File: src/rtl/fpadd_pkg.sv
// Shared definitions for the fpadd round-robin scheduler: FSM encodings,
// word width and an index-width helper that tolerates a single-entry range.
package fpadd_pkg;

   localparam int FP_W = 32;
   localparam logic [FP_W-1:0] FP_ZERO = '0;

   typedef enum logic [1:0] {
      S_IDLE  = 2'd0,
      S_ISSUE = 2'd1,
      S_WAIT  = 2'd2,
      S_RESP  = 2'd3
   } state_t;

   function automatic int idx_w(input int n);
      return (n > 1) ? $clog2(n) : 1;
   endfunction

endpackage

File: src/rtl/fpadd_rr_sched_rr_pick.sv
// Combinational round-robin picker: grants the first requester strictly after
// ptr, wrapping modulo N_REQ (non-power-of-2 safe).
module rr_pick
   import fpadd_pkg::*;
#(
   parameter int N_REQ = 4,
   parameter int PW    = idx_w(N_REQ)
) (
   input  logic [N_REQ-1:0] req,
   input  logic [PW-1:0]    ptr,
   output logic [N_REQ-1:0] gnt_onehot,
   output logic [PW-1:0]    gnt_idx,
   output logic             any
);

   // NOTE: every output gets a default before the loops so no latch is inferred.
   always_comb begin
      gnt_onehot = '0;
      gnt_idx    = '0;
      any        = 1'b0;
      // Indices above ptr have priority, then the wrapped range 0..ptr.
      for (int i = 0; i < N_REQ; i++) begin
         if (!any && req[i] && (PW'(i) > ptr)) begin
            any           = 1'b1;
            gnt_idx       = PW'(i);
            gnt_onehot[i] = 1'b1;
         end
      end
      for (int i = 0; i < N_REQ; i++) begin
         if (!any && req[i] && (PW'(i) <= ptr)) begin
            any           = 1'b1;
            gnt_idx       = PW'(i);
            gnt_onehot[i] = 1'b1;
         end
      end
   end

endmodule

File: src/rtl/fpadd_rr_sched.sv
// Round-robin scheduler sharing one fpadd among N_REQ requesters, with result
// routing back to the issuer and a watchdog that aborts and resets a hung adder.
module fpadd_rr_sched
   import fpadd_pkg::*;
#(
   parameter int N_REQ   = 4,
   parameter int TIMEOUT = 64
) (
   input  logic                  clk,
   input  logic                  reset,
   input  logic [N_REQ-1:0]      req_valid,
   input  logic [FP_W*N_REQ-1:0] req_a,
   input  logic [FP_W*N_REQ-1:0] req_b,
   output logic [N_REQ-1:0]      req_ready,
   output logic [N_REQ-1:0]      rsp_valid,
   output logic [FP_W-1:0]       rsp_sum,
   output logic                  rsp_err,
   output logic                  busy,
   output logic                  fp_start,
   output logic [FP_W-1:0]       fp_a,
   output logic [FP_W-1:0]       fp_b,
   output logic                  fp_reset,
   input  logic [FP_W-1:0]       fp_sum,
   input  logic                  fp_done
);

   localparam int PW = idx_w(N_REQ);
   localparam int CW = idx_w(TIMEOUT);
   localparam logic [PW-1:0] PTR_RST = PW'(N_REQ - 1);
   localparam logic [CW-1:0] CNT_MAX = CW'(TIMEOUT - 1);

   state_t state, state_nxt;
   logic [PW-1:0]    ptr, owner;
   logic [FP_W-1:0]  op_a, op_b, res;
   logic             err;
   logic [CW-1:0]    cnt;
   logic [N_REQ-1:0] gnt_onehot;
   logic [PW-1:0]    gnt_idx;
   logic             gnt_any;
   logic             abort;
   logic [FP_W-1:0]  sel_a, sel_b;

   rr_pick #(.N_REQ(N_REQ), .PW(PW)) u_pick (
      .req        (req_valid),
      .ptr        (ptr),
      .gnt_onehot (gnt_onehot),
      .gnt_idx    (gnt_idx),
      .any        (gnt_any)
   );

   // A done arriving in the last watchdog cycle still wins over the abort.
   assign abort = (state == S_WAIT) && !fp_done && (cnt == CNT_MAX);

   always_comb begin
      sel_a = FP_ZERO;
      sel_b = FP_ZERO;
      for (int i = 0; i < N_REQ; i++) begin
         if (gnt_onehot[i]) begin
            sel_a = sel_a | req_a[i*FP_W +: FP_W];
            sel_b = sel_b | req_b[i*FP_W +: FP_W];
         end
      end
   end

   always_comb begin
      state_nxt = state;
      case (state)
         S_IDLE:  if (gnt_any) state_nxt = S_ISSUE;
         S_ISSUE: state_nxt = fp_done ? S_RESP : S_WAIT;
         S_WAIT:  if (fp_done || abort) state_nxt = S_RESP;
         S_RESP:  state_nxt = S_IDLE;
         default: state_nxt = S_IDLE;
      endcase
   end

   // NOTE: sequential state uses non-blocking assignments only.
   always_ff @(posedge clk) begin
      if (reset) state <= S_IDLE;
      else       state <= state_nxt;
   end

   always_ff @(posedge clk) begin
      if (reset) begin
         ptr   <= PTR_RST;
         owner <= '0;
         op_a  <= FP_ZERO;
         op_b  <= FP_ZERO;
         res   <= FP_ZERO;
         err   <= 1'b0;
         cnt   <= '0;
      end else begin
         case (state)
            S_IDLE: begin
               if (gnt_any) begin
                  op_a  <= sel_a;
                  op_b  <= sel_b;
                  owner <= gnt_idx;
                  ptr   <= gnt_idx;
               end
            end
            S_ISSUE: begin
               cnt <= '0;
               if (fp_done) res <= fp_sum;
            end
            S_WAIT: begin
               cnt <= cnt + CW'(1);
               if (fp_done) begin
                  res <= fp_sum;
               end else if (abort) begin
                  res <= FP_ZERO;
                  err <= 1'b1;
               end
            end
            S_RESP:  err <= 1'b0;
            default: err <= 1'b0;
         endcase
      end
   end

   assign fp_a     = op_a;
   assign fp_b     = op_b;
   assign fp_reset = reset | abort;

   // Handshake outputs are held off during reset so nothing is accepted or delivered.
   always_comb begin
      req_ready = '0;
      rsp_valid = '0;
      rsp_sum   = FP_ZERO;
      rsp_err   = 1'b0;
      fp_start  = 1'b0;
      busy      = !reset && (state != S_IDLE);
      if (!reset) begin
         case (state)
            S_IDLE:  req_ready = gnt_onehot;
            S_ISSUE: fp_start  = 1'b1;
            S_RESP: begin
               for (int i = 0; i < N_REQ; i++) rsp_valid[i] = (PW'(i) == owner);
               rsp_sum = res;
               rsp_err = err;
            end
            default: ;
         endcase
      end
   end

endmodule
File: config.mk
export PLATFORM = sky130hd
export DESIGN_NAME = fpadd_rr_sched
export DESIGN_NICKNAME = d
export VERILOG_FILES = /design/src/rtl/fpadd_pkg.sv /design/src/rtl/fpadd_rr_sched_rr_pick.sv /design/src/rtl/fpadd_rr_sched.sv
export SDC_FILE = /design/constraint.sdc
export NUM_CORES = 1
export LEC_CHECK = 0
export BUFFER_PORTS_ARGS = -buffer_cell sky130_fd_sc_hd__buf_2
export CAP_MARGIN = 25
export CORE_AREA = 2 2 158 160
export CTS_CLUSTER_DIAMETER = 200
export DETAILED_ROUTE_END_ITERATION = 10
export DIE_AREA = 0 0 160 162
export GPL_ROUTABILITY_DRIVEN = 0
export PLACE_DENSITY_LB_ADDON = 0.1
export SYNTH_ARGS = -nofsm -noshare
export SYNTH_HDL_FRONTEND = slang
export SYNTH_HIERARCHICAL = 1
export SYNTH_SLANG_ARGS = --single-unit
File: constraint.sdc
create_clock -name clk -period 3.65 [get_ports clk]
set_input_delay 0 -clock clk [delete_from_list [all_inputs] [get_ports clk]]
set_output_delay 0 -clock clk [all_outputs]
set_load 0.02 [all_outputs]
==> run_results.csv, run 1 <==
group,metric,value,unit
power_and_ir_drop,sw_frac_of_total,44.9,%
timing,rsz0062_at_grt,"false",
clock_network,numCtsBuffers,9,
clock_network,cts_tree,"built",
timing,final-max-slew-violation-count,0,
synthesis,synth-seq-area-share,38.7,%
timing,fin_skew,0.0116,ns
synthesis,synth_ff_type,"dfxtp_1",
route,vias,6833,
power_and_ir_drop,leakage,3.96,nW
global_route,grt_max_degree,83,
route,via_per_inst,4.83,
route,drt_iter0_drc,350,
finish,drive_gt1_share,40.7,%
synthesis,syn_inst,674,
finish,finish.net_count,1384,
finish,fin_util,36.4,%
critical_path,critical_path_peak_fanout,37,
placement,port_buffers,402,
clock_network,path_clk_slew,0.08,ns
timing,fin_setup_tns,0,ns
global_route,grt_pass1_vias,6856,
clock_network,cts-htree-levels,3,
route,drc,0,
global_route,grt_pass1_wl,38600,µm
floorplanning,core_area,0.0241,mm²
finish,design_area,0.00877,mm²
clock_network,clockRootBuffer,"clkbuf_16",
global_route,grt-ovfl-total,0,
clock_network,cts_setup_buffers,0,
floorplanning,die_h,162,µm
critical_path,crit_arrival,3.18,ns
placement,place_hpwl,18600,µm
power_and_ir_drop,vdd_ir_drop_max,373,µV
clock_network,clock_latency,0.36,ns
clock_network,numClockSinks,109,
route,post_drt_wl_per_cell,18.2,µm
finish,syn_to_final_growth,55.5,%
synthesis,syn_area,0.00564,mm²
synthesis,syn_area_per_cell,8.37,µm²
finish,fill_cells,2610,
floorplanning,fp-row-count,57,
floorplanning,die_area,0.0259,mm²
power_and_ir_drop,clkPwrFrac,17.9,%
power_and_ir_drop,p_sw,0.00272,W
timing,layout_min_cycle_time,2.87,ns
timing,maxSlewHeadroom,45.3,%
power_and_ir_drop,power_density,691,mW/mm²
placement,place_area,0.00786,mm²
power_and_ir_drop,p_comb_share,51.3,%
timing,hold_violations,0,
critical_path,worstSetupStartpointType,"flop",
route,drt_pass1_iterations,4,
timing,fmax,348,MHz
synthesis,synth_edf_count,0,
timing,hold_ws,0.0142,ns
floorplanning,initial_utilization,23.4,%
power_and_ir_drop,seq_power_share,30.9,%
timing,tightest_slew,0.820,ns
synthesis,synthesis.nets,975,
run_status,outcome,"finished, final reports clean",
power_and_ir_drop,p_int,0.00334,W
hold_path,hold_class,"input port to flop",
critical_path,worstSetupEndpointType,"flop",
floorplanning,die_x,160,µm
route,wl,25700,µm
clock_network,clockBufferDepth,2,
critical_path,crit_type,"flop to flop",
global_route,grt.total_usage,19.0,%
timing,fin_crit_sh,78.7,%
synthesis,ys.warnings.count,6,
critical_path,cp.required,3.96,ns
floorplanning,io_pins,403,
synthesis,async_reset_ff_share,0,%
route,ant_nets,0,
synthesis,ys_types,52,
timing,setup_viol_count_final,0,
synthesis,ys_ff_latch,109,
power_and_ir_drop,power,0.00606,W
run,max_cap_viol_count,0,
global_route,antenna_found_initial,2,
what timing repair did:
action                                  4_1_cts  5_1_grt
hold endpoints to repair                     55        0
resized for setup                             0        0
endpoints found under the setup margin        0        0
hold buffers                                 59        0
power groups by stage:
stage | clock network, W | registers, W | logic, W
detailed placement | 0 | 0.00189 | 0.00308
global placement | 0 | 0.00188 | 0.00310
CTS | 0.00113 | 0.00187 | 0.00316
floorplan | 0 | 0.00223 | 0.00167
finish | 0.00108 | 0.00187 | 0.00311
global route | 0.00117 | 0.00193 | 0.00343
synth_stat cells (all sizes together) (2+ instances only):
cell / instances / area, µm²
a211oi: 2 / 20.0
a21oi: 45 / 225
a22oi: 128 / 961
a311oi: 64 / 561
a31oi: 2 / 27.5
and2: 39 / 244
and3: 2 / 17.5
buf: 32 / 188
clkbuf: 41 / 164
dfxtp: 109 / 2180
ha: 6 / 75.1
inv: 6 / 22.5
nand2: 43 / 164
nand2b: 5 / 31.3
nand3: 3 / 20.0
nand4: 2 / 12.5
nor2: 75 / 284
nor2b: 6 / 37.5
o21ai: 38 / 190
o21bai: 3 / 22.5
xor2: 3 / 26.3
kinds of logic after synthesis:
kind of cell	synth area share [%]
AOI/OAI and AO/OA	37.2
xor gates and xnor gates	0.466
adders and majority gates	1.33
buffers and inverters	6.63
DFF	38.7
muxes	0.177
and+or+nand+nor	15.5
sequential cells by signal (all words and copies together), names as in the netlist:
signal / count
fp_a: 32
fp_b: 32
res: 32
cnt: 6
owner: 2
ptr: 2
state: 2
err: 1
through the flow:
step | worst slack (ns) | std cells
after floorplan | 1.94 | 674
after global placement | 1.37 | 1337
after detailed placement | 1.31 | 1337
after CTS | 0.814 | 1412
after global routing | 0.520 | 1413
final | 0.777 | 1414
final timing paths:
check | from | to | slack, ns | cells past startpoint
hold reg to reg | res[25] | res[25] | 0.47 | 2
setup / recovery | ptr[1] | fp_a[9] | 0.78 | 6
setup reg to reg | ptr[1] | fp_a[9] | 0.78 | 6
hold / removal | req_a[75] | fp_a[11] | 0.01 | 3
final cells by class:
class | instances | area [µm²] | share of cell area, %
multi-input combinational | 486 | 3110 | 35.4
sequential | 109 | 2180 | 24.9
clock inverter | 5 | 66.3 | 0.756
timing repair buffer | 471 | 2730 | 31.1
tap | 324 | 405 | 4.62
antenna | 2 | 5.00 | 0.0570
clock buffer | 11 | 253 | 2.88
inverter | 6 | 22.5 | 0.257
critical path: stages, from the launching register on:
cell	delay, ns
dfxtp_1	0.44
a21oi_1	0.19
o211a_2	0.65
buf_4	0.52
a22oi_1	0.13
a311oi_1	0.27
dlygate4sd3_1	0.58
per-layer routing:
layer / global-route usage (%) / share of wire (%)
met1: 22.7 / 42
met2: 32.8 / 49
met4: 5.73 / 2.3
met3: 5.69 / 6.4
met5: 0 / 0.027
layout by cell type, fill, tap and decap left out, types with 3 or more instances in the layout:
cell,count
xor2_1,3
a22oi_1,128
o21bai_1,3
nor2b_1,5
buf_4,7
buf_12,4
nor2_1,73
inv_1,6
buf_2,401
a311oi_1,64
nand2_1,42
o21ai_0,35
a21oi_1,45
ha_1,6
clkbuf_16,9
o21ai_1,3
dlygate4sd3_1,59
and2_1,37
nand2b_1,5
dfxtp_1,109
(Power assumes the default switching activity.)
==> inputs of run 2 (changes only) <==
==> constraint.sdc (replaced) <==
create_clock -name clk -period 3 [get_ports clk]
set_input_delay 0 -clock clk [delete_from_list [all_inputs] [get_ports clk]]
set_output_delay 0 -clock clk [all_outputs]
set_load 0.02 [all_outputs]
==> run 2 against run 1 <==
Sequential power increased by 21%. Clock power grew 12%. Worst hold slack improved by 0.0028 ns. Design area shrank 0.16%. Critical path type unchanged. Highest routed layer unchanged.
==> run_results.csv, run 2 (synthesized netlist as in run 1, its figures left out) <==
group,metric,value,unit
placement,place_hpwl,18900,µm
finish,final_common_cell,"buf_2",
global_route,grt_max_degree,75,
floorplanning,core_area,0.0241,mm²
floorplanning,fp-row-count,57,
clock_network,path_clk_slew,0.08,ns
critical_path,rr_worst_depth,7,
route,wl,26100,µm
run,max_cap_viol_count,0,
power_and_ir_drop,vdd_ir_drop_max,346,µV
critical_path,cp.required,3.30,ns
global_route,grt.total_usage,19.4,%
timing,rsz0062_at_grt,"false",
route,drt_pass1_iterations,4,
hold_path,min_from,"req_a[81]",
finish,fill_cells,2602,
clock_network,clockRootBuffer,"clkbuf_16",
route,drc,0,
clock_network,numClockSinks,109,
timing,fin_crit_sh,90.8,%
finish,fin_util,36.3,%
critical_path,reg2reg_from,"ptr[1]",
power_and_ir_drop,leakage,3.95,nW
critical_path,crit_type,"flop to flop",
timing,hold_violations,0,
route,post_drt_wl_per_cell,18.4,µm
route,vias,6850,
hold_path,hold_class,"input port to flop",
hold_path,holdPathStages,3,
clock_network,cts_resized,0,
timing,final-max-slew-violation-count,0,
power_and_ir_drop,power_density,832,mW/mm²
finish,drive_gt1_share,40.7,%
floorplanning,initial_utilization,23.4,%
route,drt_iter0_drc,502,
route,via_per_inst,4.83,
critical_path,worstSetupEndpointType,"flop",
critical_path,crit_start,"ptr[1]",
clock_network,clock_latency,0.35,ns
timing,fin_skew,0.0107,ns
clock_network,cts_tree,"built",
floorplanning,die_x,160,µm
clock_network,numCtsBuffers,9,
finish,finish.net_count,1384,
finish,final_cell_mix,"buf_2 (401), a22oi_1 (128), dfxtp_1 (109)",
floorplanning,die_area,0.0259,mm²
critical_path,worstSetupStartpointType,"flop",
global_route,grt_pass1_vias,6750,
timing,maxSlewHeadroom,48.2,%
global_route,grt-ovfl-total,0,
clock_network,cts-htree-levels,3,
floorplanning,die_h,162,µm
floorplanning,io_pins,403,
timing,fmax,367,MHz
global_route,grt_pass1_wl,39300,µm
critical_path,crit_arrival,3.03,ns
clock_network,cts_setup_buffers,0,
clock_network,clockBufferDepth,2,
finish,syn_to_final_growth,55.3,%
finish,multiInputGateArea,0.00311,mm²
placement,port_buffers,402,
run_status,outcome,"finished, final reports clean",
critical_path,critical_path_peak_fanout,40,
timing,setup_viol_count_final,0,
timing,fin_setup_tns,0,ns
clock_network,ctsHoldBuffers,57,
timing,layout_min_cycle_time,2.73,ns
finish,seqCellArea,0.00218,mm²
global_route,antenna_found_initial,6,
timing,tightest_slew,0.777,ns
route,ant_nets,0,
run 2: final cells by class:
type / instances / share of cell area [%]
multi-input cells: 486 / 35.5
clock buffers: 14 / 3.13
repair buffers: 471 / 31.3
flip-flops and latches: 109 / 24.9
inverters: 6 / 0.257
clock inverters: 2 / 0.186
diodes: 5 / 0.143
well taps: 324 / 4.63
run 2: power by group:
part           internal [W]  leakage (nW)  switching [W]
clock network      0.000637         0.139       0.000573
registers           0.00198         0.899       0.000294
logic               0.00139          2.91        0.00242
total               0.00400          3.95        0.00329
run 2: critical path, cell delays in order, from the launching register on:
cell and delay [ns]:
dfxtp_1 0.58, a2bb2oi_1 0.11, o22ai_1 0.15, and2_2 0.55
buf_12 0.28, a22oi_1 0.13, a311oi_1 0.25, dlygate4sd3_1 0.58
run 2: layer usage:
metal | wire length (µm) | vias to the layer above | part of all wire [%] | GRT usage [%]
met1 | 10900 | 3178 | 42 | 23.4
li1 | - | 3372 | - | -
met3 | 1800 | 40 | 6.9 | 5.36
met4 | 810 | 2 | 3.1 | 8.39
met2 | 12500 | 258 | 48 | 32.4
met5 | 12 | - | 0.046 | 0
run 2: metrics by stage:
step | hold slack (ns) | cell area, µm² | power, W | setup WS, ns | instances
final | 0.0170 | 8760 | 0.00729 | 0.275 | 1417
after global routing | 0.0102 | 8760 | 0.00787 | 0.0695 | 1417
after CTS | 0.000385 | 8750 | 0.00742 | 0.271 | 1412
after detailed placement | 0.249 | 7890 | 0.00608 | 0.705 | 1339
after global placement | 0.246 | 7890 | 0.00608 | 0.759 | 1339
after floorplan | 0.133 | 5640 | 0.00475 | 1.29 | 674
run 2: path summary, 6_finish.rpt:
| check | slack (ns) | to |
|---|---|---|
| max reg2reg | 0.27 | fp_a[0] |
| max | 0.27 | fp_a[0] |
| min | 0.02 | fp_a[17] |
| min reg2reg | 0.47 | res[21] |
